==> src/rtl/pipe_ctrl_pkg.sv <==
// Shared state encoding for the pipeline sequencer.
// The datapath and display decode the sequencer state with these values.
package pipe_ctrl_pkg;

  typedef enum logic [1:0] {
    HALTED = 2'd0,
    RUN    = 2'd1,
    STEP   = 2'd2,
    BREAK  = 2'd3
  } pipe_state_e;

  // States in which run/step requests are accepted.
  function automatic logic is_stopped(input pipe_state_e s);
    return (s == HALTED) || (s == BREAK);
  endfunction

endpackage

==> src/rtl/pipe_tick_div.sv <==
// Free-running divider for the RUN rate: counts 0..TICK_DIV-1 while enabled.
// tc flags the last count; clr has priority over en.
module pipe_tick_div #(
  parameter int TICK_DIV = 100_000_000
) (
  input  logic Clk,
  input  logic rst,
  input  logic clr,
  input  logic en,
  output logic tc
);

  localparam int DIV_W = (TICK_DIV > 2) ? $clog2(TICK_DIV) : 1;
  localparam logic [DIV_W-1:0] LAST = DIV_W'(TICK_DIV - 1);

  logic [DIV_W-1:0] cnt_reg;

  always_ff @(posedge Clk or negedge rst) begin
    if (!rst) begin
      cnt_reg <= '0;
    end else if (clr) begin
      cnt_reg <= '0;
    end else if (en) begin
      cnt_reg <= (cnt_reg == LAST) ? '0 : cnt_reg + 1'b1;
    end
  end

  assign tc = (cnt_reg == LAST);

endmodule

==> src/rtl/pipe_seq_ctrl.sv <==
// Run/step/breakpoint sequencer producing a one-cycle pipeline advance enable.
// All outputs come straight from registers.
module pipe_seq_ctrl
  import pipe_ctrl_pkg::*;
#(
  parameter int TICK_DIV = 100_000_000,
  parameter int CNT_W    = 32
) (
  input  logic             Clk,
  input  logic             rst,
  input  logic             run_req,
  input  logic             step_req,
  input  logic             halt_req,
  input  logic             bp_en,
  input  logic [31:0]      bp_addr,
  input  logic [31:0]      pc_if,
  output logic             pipe_en,
  output logic [1:0]       state,
  output logic             bp_hit,
  output logic [CNT_W-1:0] cycle_cnt
);

  pipe_state_e      state_reg, state_next;
  logic             pipe_en_reg, pipe_en_next;
  logic             bp_hit_reg, bp_hit_next;
  logic             skip_reg, skip_next;
  logic [CNT_W-1:0] cnt_reg;
  logic             div_clr, div_en, div_tc;
  logic             bp_match;

  pipe_tick_div #(
    .TICK_DIV (TICK_DIV)
  ) u_tick_div (
    .Clk (Clk),
    .rst (rst),
    .clr (div_clr),
    .en  (div_en),
    .tc  (div_tc)
  );

  // The skip flag lets a resume from BREAK execute the breakpointed PC once.
  assign bp_match = bp_en && (pc_if == bp_addr) && !skip_reg;

  always_ff @(posedge Clk or negedge rst) begin
    if (!rst) begin
      state_reg   <= HALTED;
      pipe_en_reg <= 1'b0;
      bp_hit_reg  <= 1'b0;
      skip_reg    <= 1'b0;
      cnt_reg     <= '0;
    end else begin
      state_reg   <= state_next;
      pipe_en_reg <= pipe_en_next;
      bp_hit_reg  <= bp_hit_next;
      skip_reg    <= skip_next;
      cnt_reg     <= cnt_reg + CNT_W'(pipe_en_reg);
    end
  end

  always_comb begin
    state_next = state_reg;
    case (state_reg)
      HALTED, BREAK: begin
        if (halt_req)      state_next = HALTED;
        else if (step_req) state_next = STEP;
        else if (run_req)  state_next = RUN;
      end
      STEP: state_next = HALTED;
      RUN: begin
        if (halt_req)                state_next = HALTED;
        else if (div_tc && bp_match) state_next = BREAK;
      end
      default: state_next = HALTED;
    endcase
  end

  always_comb begin
    pipe_en_next = 1'b0;
    bp_hit_next  = bp_hit_reg;
    skip_next    = skip_reg;
    div_clr      = 1'b0;
    div_en       = 1'b0;
    if (is_stopped(state_reg)) begin
      if (!halt_req) begin
        if (step_req) begin
          pipe_en_next = 1'b1;
          bp_hit_next  = 1'b0;
        end else if (run_req) begin
          div_clr     = 1'b1;
          skip_next   = (state_reg == BREAK);
          bp_hit_next = 1'b0;
        end
      end
    end else if (state_reg == RUN) begin
      if (halt_req) begin
        div_clr = 1'b1;
      end else begin
        div_en = 1'b1;
        if (div_tc) begin
          if (bp_match) begin
            bp_hit_next = 1'b1;
          end else begin
            pipe_en_next = 1'b1;
            skip_next    = 1'b0;
          end
        end
      end
    end
  end

  assign pipe_en   = pipe_en_reg;
  assign state     = state_reg;
  assign bp_hit    = bp_hit_reg;
  assign cycle_cnt = cnt_reg;

endmodule

==> config.mk <==
export PLATFORM = sky130hd
export DESIGN_NAME = pipe_seq_ctrl
export DESIGN_NICKNAME = d
export VERILOG_FILES = /design/src/rtl/pipe_ctrl_pkg.sv /design/src/rtl/pipe_tick_div.sv /design/src/rtl/pipe_seq_ctrl.sv
export SDC_FILE = /design/constraint.sdc
export NUM_CORES = 1
export LEC_CHECK = 0
export BUFFER_PORTS_ARGS = -buffer_cell sky130_fd_sc_hd__buf_2
export CAP_MARGIN = 15
export CORE_MARGIN = 5
export CORE_UTILIZATION = 37
export CTS_CLUSTER_DIAMETER = 150
export DETAILED_ROUTE_END_ITERATION = 8
export PLACE_DENSITY_LB_ADDON = 0.08
export REMOVE_ABC_BUFFERS = 1
export SLEW_MARGIN = 20
export SYNTH_ARGS = -nofsm -noshare
export SYNTH_HDL_FRONTEND = slang
export SYNTH_SLANG_ARGS = --single-unit
==> constraint.sdc <==
create_clock -name Clk -period 3 [get_ports Clk]
set_clock_uncertainty 0.15 [all_clocks]
set_input_delay 0.45 -clock Clk [delete_from_list [all_inputs] [get_ports Clk]]
set_output_delay 0.45 -clock Clk [all_outputs]
set_load 0.01 [all_outputs]
==> metrics.md <==
| Metric | Value |
|---|---|
| Row cnt | 36 |
| Area of the die | ~12,000 sq um |
| Worst-path maximum fanout | 17 |
| Final hold vios | 0 |
| Dpl ws | 361 ps |
| Max reg flops | 32 |
| Synth cell count leaders | dfrtp_1 (64), xor2_1 (43), nor2_1 (37), xnor2_1 (35), nand3_1 (26) |
| Tcrit/Tclk final | between 80 and 90% |
| Clock transition at path regs | ~70 ps |
| First-pass DRT Iterations | 4 |
| Final Cell Area | about 4600 sq um |
| Static Leak | around 2.1 nW |
| Die Span Y | ~110 um |
| CP max stage delay | between 800 and 900 ps |
| CP Class | flop to flop |
| Multi-input gate area | between 2000 and 2500 sq um |
| Layout cell share with drive strength beyond 1 | between 20% and 30% |
| Area post-placement | 4450 sq um |
| Setup_tns | 0 ps |
| Outcome | completed |
| CTS tree | built |
| Top-Level Pins | 106 |
| Nets | 579 |
| Initial antenna violation count | 0 |
| Synth Warn # | 0 |
| GR Util All Layers | 14.8% |
| Final WS setup | about 340 ps |
| # port buffers | 105 |
| Fraction of registers with async set/reset | 100% |
| Via density | between 5 and 6 |
| Top-count cell post-synth | dfrtp_1 |
| RSZ-0062 raised after global routing | no |
| Cell Area, Synth | roughly 3800 sq um |
| Final RePlAce weighted congestion | roughly 0.82 |
| Hold Path Class | flop to flop |
| Drt total wl | about 9000 um |
| Nature of the critical path startpoint | flop |
| Sequential area share after synthesis | between 40% and 50% |
| Number of max-cap violations | 0 |
| CTS Sinks | between 60 and 70 |
| Post-route insts no fill | 640 |
| Synth unique cells | 55 |
| CTS Buffer Depth | 2 |
| Peak Freq | 376 MHz |
| Worst Setup End Kind | flop |
| Storage element area | roughly 1600 sq um |
| Starting Density | roughly two fifths |
| Initial drt markers | ~150 |
| Vias in the first global route | 3,159 |
| Top-area cell type share of the netlist area | approximately 42% |
| DRC viols | 0 |
| Dpl cells | 624 |
| H-Tree Depth | 3 |
| Yosys reg bits | between 60 and 70 |
| PostCTS Resize Cnt | 0 |
| CP cell instances | inv_1 -> ha_1 -> nand2b_1 -> a211oi_2 -> a41oi_1 -> a31oi_1 |
| TritonCTS buffer count | 9 |
| Required time at the worst-slack endpoint | between 3000 and 4000 ps |
| Routed Antenna Nets | 0 |
| Slew headroom | roughly 35% |
| Fillers | 950 |
| Worst skew pair latency | approximately 330 ps |
| Via count | between 3,000 and 4,000 |
| Avg Cell Area, Syn | about 9.7 sq um |
| First-pass GRT wire length | roughly 15,000 um |
| Dominant cell type by area after synthesis | dfrtp_1 |
| Worst slew pin tran | about 980 ps |
| Dpl hpwl | a little under 7000 um |
| Wirelength per Cell | about 14 um |
| Syn-to-layout area delta | 22.8% |
| Final Setup Violations | 0 |
| Max-slew violation count | 0 |
| Largest net degree at the start of global routing | 39 |
| Core area | approximately 9900 sq um |
| PD cells | approximately 480 nW/um^2 |
| Minimum clock period | roughly 2700 ps |
| Max VDD drop | between 0.15 and 0.2 mV |
| N_diodes | 0 |
| Largest cells by area after synthesis | dfrtp_1 (42%), xor2_1 (10%), xnor2_1 (8.1%) |
| Root Buffer | clkbuf_8 |
| Slowest-stage cell, CP | a211oi_2 |
| Die Span X | 111 um |
| Top delay family on crit path | compound AO/OA/AOI/OAI gates |
| Post-synth EDFFs | 0 |
| Crit path buffers/inverters | 1 |
| Total grt overflow | 0 |
| Mapped Cells | approximately 390 |
| Synth Flop Type | dfrtp_1 |
| Worst EP arrival | 2760 ps |
## power by group
group	internal, mW	switching (mW)
sequential	0.933	0.0805
combinational	0.227	0.320
clock	0.316	0.335
## per-layer routing
layer / up-vias / share of wire [%] / track usage, %
li1: 1648 / - / -
met1: 1562 / 45 / 19.3
met2: 80 / 48 / 23.9
met3: 13 / 5.7 / 4.37
met4: 0 / 1.1 / 4.19
met5: - / 0 / 0
## cells in the final DEF, fill, tap and decap left out, types with 9 or more instances in the layout
cell	netlist	routed
clkbuf_8	0	10
nor3_1	13	13
nand3_1	26	26
nor2_1	37	37
inv_1	9	9
nand4_1	17	17
nand2_1	22	22
dfrtp_1	64	64
buf_2	1	105
a21oi_1	9	9
nor4_1	18	18
xnor2_1	35	35
xor2_1	43	43
## kinds of logic (layout without fill, tap and decap cells)
group,Yosys count,count (layout),synth area share (%)
compound gates,41,41,7.62
fa+ha+maj,6,6,1.99
flops,64,64,42.4
xor+xnor,78,78,18.1
simple gates,180,180,26.8
buf+inv,19,135,2.22
mux,3,3,0.862
## per-stage QoR
stage | power, mW | hold WS (ps) | util [%]
2_1_floorplan | 1.35 | 4.41 | -
3_3_place_gp | 1.58 | 302 | 45.2
3_5_place_dp | 1.58 | 309 | 45.2
4_1_cts | 2.25 | 323 | 47.0
5_1_grt | 2.36 | 337 | 47.0
6_report | 2.21 | 315 | 47.0
## worst register-to-register path: cells and delay by family, from the launching register on
family,cells,cell delay [ps]
buffers and inverters,1,60
AOI/OAI and AO/OA,3,1280
DFF,1,420
and+or+nand+nor,1,290
adders and majority gates,1,390
## area by class of cell
class	instances	share of cell area (%)
multi-input combinational	308	45.1
sequential	64	34.5
timing repair buffer	111	12.4
tap	133	3.59
clock buffer	10	2.97
clock inverter	5	0.729
inverter	9	0.729
## what timing repair did
action,CTS,global route
endpoints found under the hold margin,26,0
setup buffers,0,0
hold buffers,1,0
## final timing paths
| check | startpoint | to | slack [ps] | cells past startpoint |
|---|---|---|---|---|
| min in group asynchronous | rst | cycle_cnt[15] | 500 | 3 |
| max in group asynchronous | rst | u_tick_div.cnt_reg[20] | 1780 | 3 |
| min reg2reg | cycle_cnt[31] | cycle_cnt[31] | 320 | 1 |
| max reg2reg | state[0] | u_tick_div.cnt_reg[21] | 340 | 6 |
| max | state[0] | u_tick_div.cnt_reg[21] | 340 | 6 |
| min | cycle_cnt[31] | cycle_cnt[31] | 320 | 1 |
No activity file was read; power rests on OpenSTA's default activity.
